`config.mk`:
```
export PLATFORM = sky130hd
export DESIGN_NAME = keccak_squeeze
export DESIGN_NICKNAME = d
export VERILOG_FILES = /design/src/rtl/keccak_squeeze.sv
export SDC_FILE = /design/constraint.sdc
export NUM_CORES = 2
export LEC_CHECK = 0
export ABC_AREA = 1
export BUFFER_PORTS_ARGS = -buffer_cell sky130_fd_sc_hd__buf_4
export CAP_MARGIN = 0
export CELL_PAD_IN_SITES_DETAIL_PLACEMENT = 1
export CELL_PAD_IN_SITES_GLOBAL_PLACEMENT = 2
export CORE_AREA = 2 2 660 662
export CTS_BUF_LIST = sky130_fd_sc_hd__clkbuf_2 sky130_fd_sc_hd__clkbuf_4 sky130_fd_sc_hd__clkbuf_8
export DETAILED_ROUTE_END_ITERATION = 6
export DIE_AREA = 0 0 662 664
export GPL_ROUTABILITY_DRIVEN = 0
export PLACE_DENSITY_LB_ADDON = 0.1
export SLEW_MARGIN = 20
export SYNTH_ARGS = -nofsm -noshare
export SYNTH_HDL_FRONTEND = slang
export SYNTH_SLANG_ARGS = --single-unit
```
`constraint.sdc`:
```
create_clock -name clk -period 2.7 [get_ports clk]
set_input_delay 0.27 -clock clk [delete_from_list [all_inputs] [get_ports clk]]
set_output_delay 0.27 -clock clk [all_outputs]
set_load 0.02 [all_outputs]
```
`src/rtl/keccak_squeeze.sv`:
```
// Keccak squeeze stage: streams rate lanes of the permuted state as 64-bit words
// and requests another permutation each time a rate block is used up.
package keccak_pkg;
  typedef logic [4:0][4:0][63:0] k_state;
endpackage

module keccak_squeeze (
  input  logic               clk,
  input  logic               rst,
  input  logic               start,
  input  logic               mode,
  input  logic [31:0]        out_len,
  input  keccak_pkg::k_state state_in,
  output logic               perm_start,
  input  logic               perm_done,
  output logic [63:0]        dout,
  output logic               dout_valid,
  input  logic               dout_ready,
  output logic               busy,
  output logic               done
);

  typedef enum logic [1:0] {IDLE, OUTPUT, PERM_WAIT, DONE} fsm_e;

  fsm_e               fsm_q, fsm_d;
  keccak_pkg::k_state st_q, st_d;
  logic [4:0]         last_lane_q, last_lane_d;
  logic [4:0]         lane_q, lane_d;
  logic [31:0]        remaining_q, remaining_d;
  logic               perm_start_q, perm_start_d;
  logic [63:0]        lanes [0:24];

  // Linear lane l lives at [y = l/5][x = l%5].
  for (genvar gi = 0; gi < 25; gi++) begin : g_lane
    assign lanes[gi] = st_q[gi / 5][gi % 5];
  end

  always_comb begin
    fsm_d        = fsm_q;
    st_d         = st_q;
    last_lane_d  = last_lane_q;
    lane_d       = lane_q;
    remaining_d  = remaining_q;
    perm_start_d = 1'b0;
    case (fsm_q)
      IDLE: begin
        if (start) begin
          st_d        = state_in;
          last_lane_d = mode ? 5'd16 : 5'd20;
          remaining_d = out_len;
          lane_d      = 5'd0;
          fsm_d       = (out_len == 32'd0) ? DONE : OUTPUT;
        end
      end
      OUTPUT: begin
        if (dout_ready) begin
          if (remaining_q <= 32'd1) begin
            // Final word: no trailing permutation, and remaining never wraps.
            remaining_d = 32'd0;
            fsm_d       = DONE;
          end else begin
            remaining_d = remaining_q - 32'd1;
            if (lane_q == last_lane_q) begin
              lane_d       = 5'd0;
              perm_start_d = 1'b1;
              fsm_d        = PERM_WAIT;
            end else begin
              lane_d = lane_q + 5'd1;
            end
          end
        end
      end
      PERM_WAIT: begin
        // A done coincident with our own request belongs to an older permutation.
        if (perm_done && !perm_start_q) begin
          st_d  = state_in;
          fsm_d = OUTPUT;
        end
      end
      DONE:    fsm_d = IDLE;
      default: fsm_d = IDLE;
    endcase
  end

  always_ff @(posedge clk) begin
    if (rst) begin
      fsm_q        <= IDLE;
      st_q         <= '0;
      last_lane_q  <= 5'd0;
      lane_q       <= 5'd0;
      remaining_q  <= 32'd0;
      perm_start_q <= 1'b0;
    end else begin
      fsm_q        <= fsm_d;
      st_q         <= st_d;
      last_lane_q  <= last_lane_d;
      lane_q       <= lane_d;
      remaining_q  <= remaining_d;
      perm_start_q <= perm_start_d;
    end
  end

  assign dout       = lanes[lane_q];
  assign dout_valid = (fsm_q == OUTPUT);
  assign busy       = (fsm_q != IDLE);
  assign done       = (fsm_q == DONE);
  assign perm_start = perm_start_q;

endmodule

```
==> flow_metrics.env <==
export IMPL_drtIter0Drc=5002
export IMPL_cts_buffers=353
export IMPL_clk_pin_slew_worst_paths_ns=0.06
export IMPL_clock_sinks=1642
export IMPL_postLayoutCoreUtil_pct=33.8
export IMPL_num_vias=98734
export IMPL_clk_latency_ns=1.11
export IMPL_final_nets=18033
export IMPL_power_per_cell_area_nw_per_um2=575
export IMPL_critical_path_max_fanout=8
export IMPL_run_status="finished with violations"
export IMPL_antenna_left=0
export IMPL_seq_area_frac_synth_pct=45.9
export IMPL_htreeDepth=5
export IMPL_synth_top_cell_area_share_pct=45.9
export IMPL_viasPerCell=4.39
export IMPL_vdd_ir_drop_max_uv=331
export IMPL_yosys_most_used_dff="dfxtp_1"
export IMPL_wire_per_inst_um=26.5
export IMPL_crit_type="flop to primary output"
export IMPL_tightest_slew_ns=0.937
export IMPL_cp_end_kind="primary output"
export IMPL_grt_max_degree=121
export IMPL_syn_inst=10556
export IMPL_rsz0062_at_grt="true"
export IMPL_hold_viol=0
export IMPL_failed_checks="negative setup slack"
export IMPL_cts_tree="done"
export IMPL_die_h_um=664
export IMPL_final_cells=22511
export IMPL_core_area_um2=433000
export IMPL_synth_edff_count=0
export IMPL_path_delay_family="buffers and inverters"
export IMPL_power_leakage_nw=62.2
export IMPL_whs_ns=0.0728
export IMPL_pre_cts_slack_ns=-0.897
export IMPL_synth_area_leaders="dfxtp_1, nor2_1, o21ai_0"
export IMPL_synth_top_area_cell="dfxtp_1"
export IMPL_slowest_delay_ns=0.49
export IMPL_fin_skew_ns=0.0642
export IMPL_synthDistinctLibCells=31
export IMPL_grt_ovfl_total=0
export IMPL_drive_gt1_share_pct=22.8
export IMPL_std_cell_rows=242
export IMPL_dr_pass1_iters=7
export IMPL_dp_cells=18048
export IMPL_slew_headroom_pct=37.3
export IMPL_setup_slack_ns=-1.30
export IMPL_path_cells="buf_12 > buf_12 > buf_16 > buf_16 > buf_6 > o21ai_4 > o211ai_1 > nand3_2 > nand3_2 > o21a_1 > buf_6"
export IMPL_async_reset_ff_share_pct=0
export IMPL_stdcell_area_um2=146000
export IMPL_synth_area_per_cell_um2=6.78
export IMPL_worst_ep_required_time_ns=2.43
export IMPL_worst_path_max_delay_cell="o211ai_1"
export IMPL_ys_seq_elements=1642
export IMPL_crit_path_start_kind="flop"
export IMPL_maxCapViolCount=0
export IMPL_grt_total_usage_pct=26.1
export IMPL_design_die_area_um2=440000
export IMPL_maxSlewViolCount=0
export IMPL_final_period_utilization_pct=148
export IMPL_die_w_um=662
export IMPL_worstPathArrival_ns=3.73
export IMPL_final_setup_viol_count=64
export IMPL_wl_mm=597
export IMPL_synth_most_common_cell="nor2_1"
export IMPL_syn_nets=12198
export IMPL_min_period_ns=4.00
export IMPL_clockRootBuffer="clkbuf_8"
export IMPL_grt_first_pass_wirelength_mm=813
export IMPL_ys_top_cells_by_count="nor2_1, o21ai_0, dfxtp_1, clkbuf_1, nand2_1"
export IMPL_syn_area_um2=71600
export IMPL_start_util_pct=16.5
export IMPL_place_hpwl_mm=449
export IMPL_grt_antenna_before_repair=241
export IMPL_yosys_warnings=0
export IMPL_portBuffers=1705
export IMPL_place_area_um2=97800
export IMPL_cts_buffer_depth=4
export IMPL_area_growth_pct=104
export IMPL_grt_pass1_vias=105266
export IMPL_path_buf_inv=6
export IMPL_max_freq_ghz=0.250
export IMPL_drc=0
export IMPL_pin_count=1706
export IMPL_hold_class="input pin to flop"
-- state kept, by name, summed over array words and instances, names as in the netlist --
signal,count
fsm_q,2
lane_q,5
lanes,1600
last_lane_q,2
perm_start,1
remaining_q,32
-- placed cells by master (no fill, tap or decap), drive strengths merged, types with 116 or more instances in the layout --
cell / count
a21oi: 134
buf: 2774
clkbuf: 594
dfxtp: 1642
diode: 128
dlygate4sd3: 3561
inv: 162
nand2: 356
nand3: 171
nor2: 4193
o211ai: 116
o21ai: 2595
o22ai: 192
-- what timing repair did --
action | in CTS | in global routing
resized for setup | 491 | 430
hold endpoints to repair | 1642 | 0
hold buffers | 3561 | 0
setup buffers | 74 | 68
pin swaps | 89 | 112
gates cloned | 27 | 18
setup endpoints to repair | 65 | 157
-- area by class of cell --
type	instances	area (um2)
clock inverters	38	363
well taps	5734	7170
diodes	128	320
flip-flops and latches	1642	32900
clock buffers	575	7060
repair inverters	1	11.3
inverters	152	626
fillers	51440	286000
multi-input cells	7879	36600
repair buffers	6362	61300
-- power by group --
group | total [mW] | switching [mW] | internal [mW]
Combinational | 25.5 | 13.7 | 11.8
Sequential | 29.0 | 1.86 | 27.1
Clock | 29.7 | 13.0 | 16.7
Total | 84.2 | 28.6 | 55.6
-- kinds of logic after synthesis --
kind of cell             synth area share, %
buffers and inverters                   5.77
AND/OR/NAND/NOR                         25.3
XOR/XNOR                               0.184
adder cells (fa/ha/maj)               0.0699
flip-flops                              45.9
AO/OA/AOI/OAI                           22.8
-- per-layer routing --
metal | wire length [um] | GRT usage [%] | vias to the layer above
met5 | 359 | 0 | -
met4 | 30800 | 11.4 | 56
met3 | 21400 | 3.11 | 1000
met2 | 295000 | 46.1 | 2468
met1 | 250000 | 31.4 | 48660
li1 | - | - | 46550
-- worst paths after layout --
path | from | slack, ns | depth (start not counted) | end
min reg2reg | lanes[990]$_SDFFE_PP0P_ | 0.45 | 2 | lanes[990]$_SDFFE_PP0P_
max | lane_q[0]$_SDFFE_PP0P_ | -1.30 | 11 | dout[46]
min | state_in[860] | 0.07 | 4 | lanes[732]$_SDFFE_PP0P_
max reg2reg | fsm_q[1]$_SDFFE_PP0P_ | 0.10 | 8 | fsm_q[1]$_SDFFE_PP0P_
-- stage by stage --
step | power [mW] | TNS, ns
3_3_place_gp | 48.7 | -26.05
2_1_floorplan | 36.8 | 0
4_1_cts | 84.8 | -89.70
6_report | 84.2 | -72.92
5_1_grt | 88.5 | -84.06
3_5_place_dp | 48.8 | -25.22
-- worst reg2reg max path, stage by stage, from the launching register on --
cell and delay [ns]:
dfxtp_2 0.34, nor3_1 0.18, dlygate4sd3_1 0.57, nand3_1 0.06
dlygate4sd3_1 0.57, nor2_1 0.09, dlygate4sd3_1 0.55, nor2_1 0.04
nor3_1 0.12
Note: power is estimated with default switching activity, not from simulation.
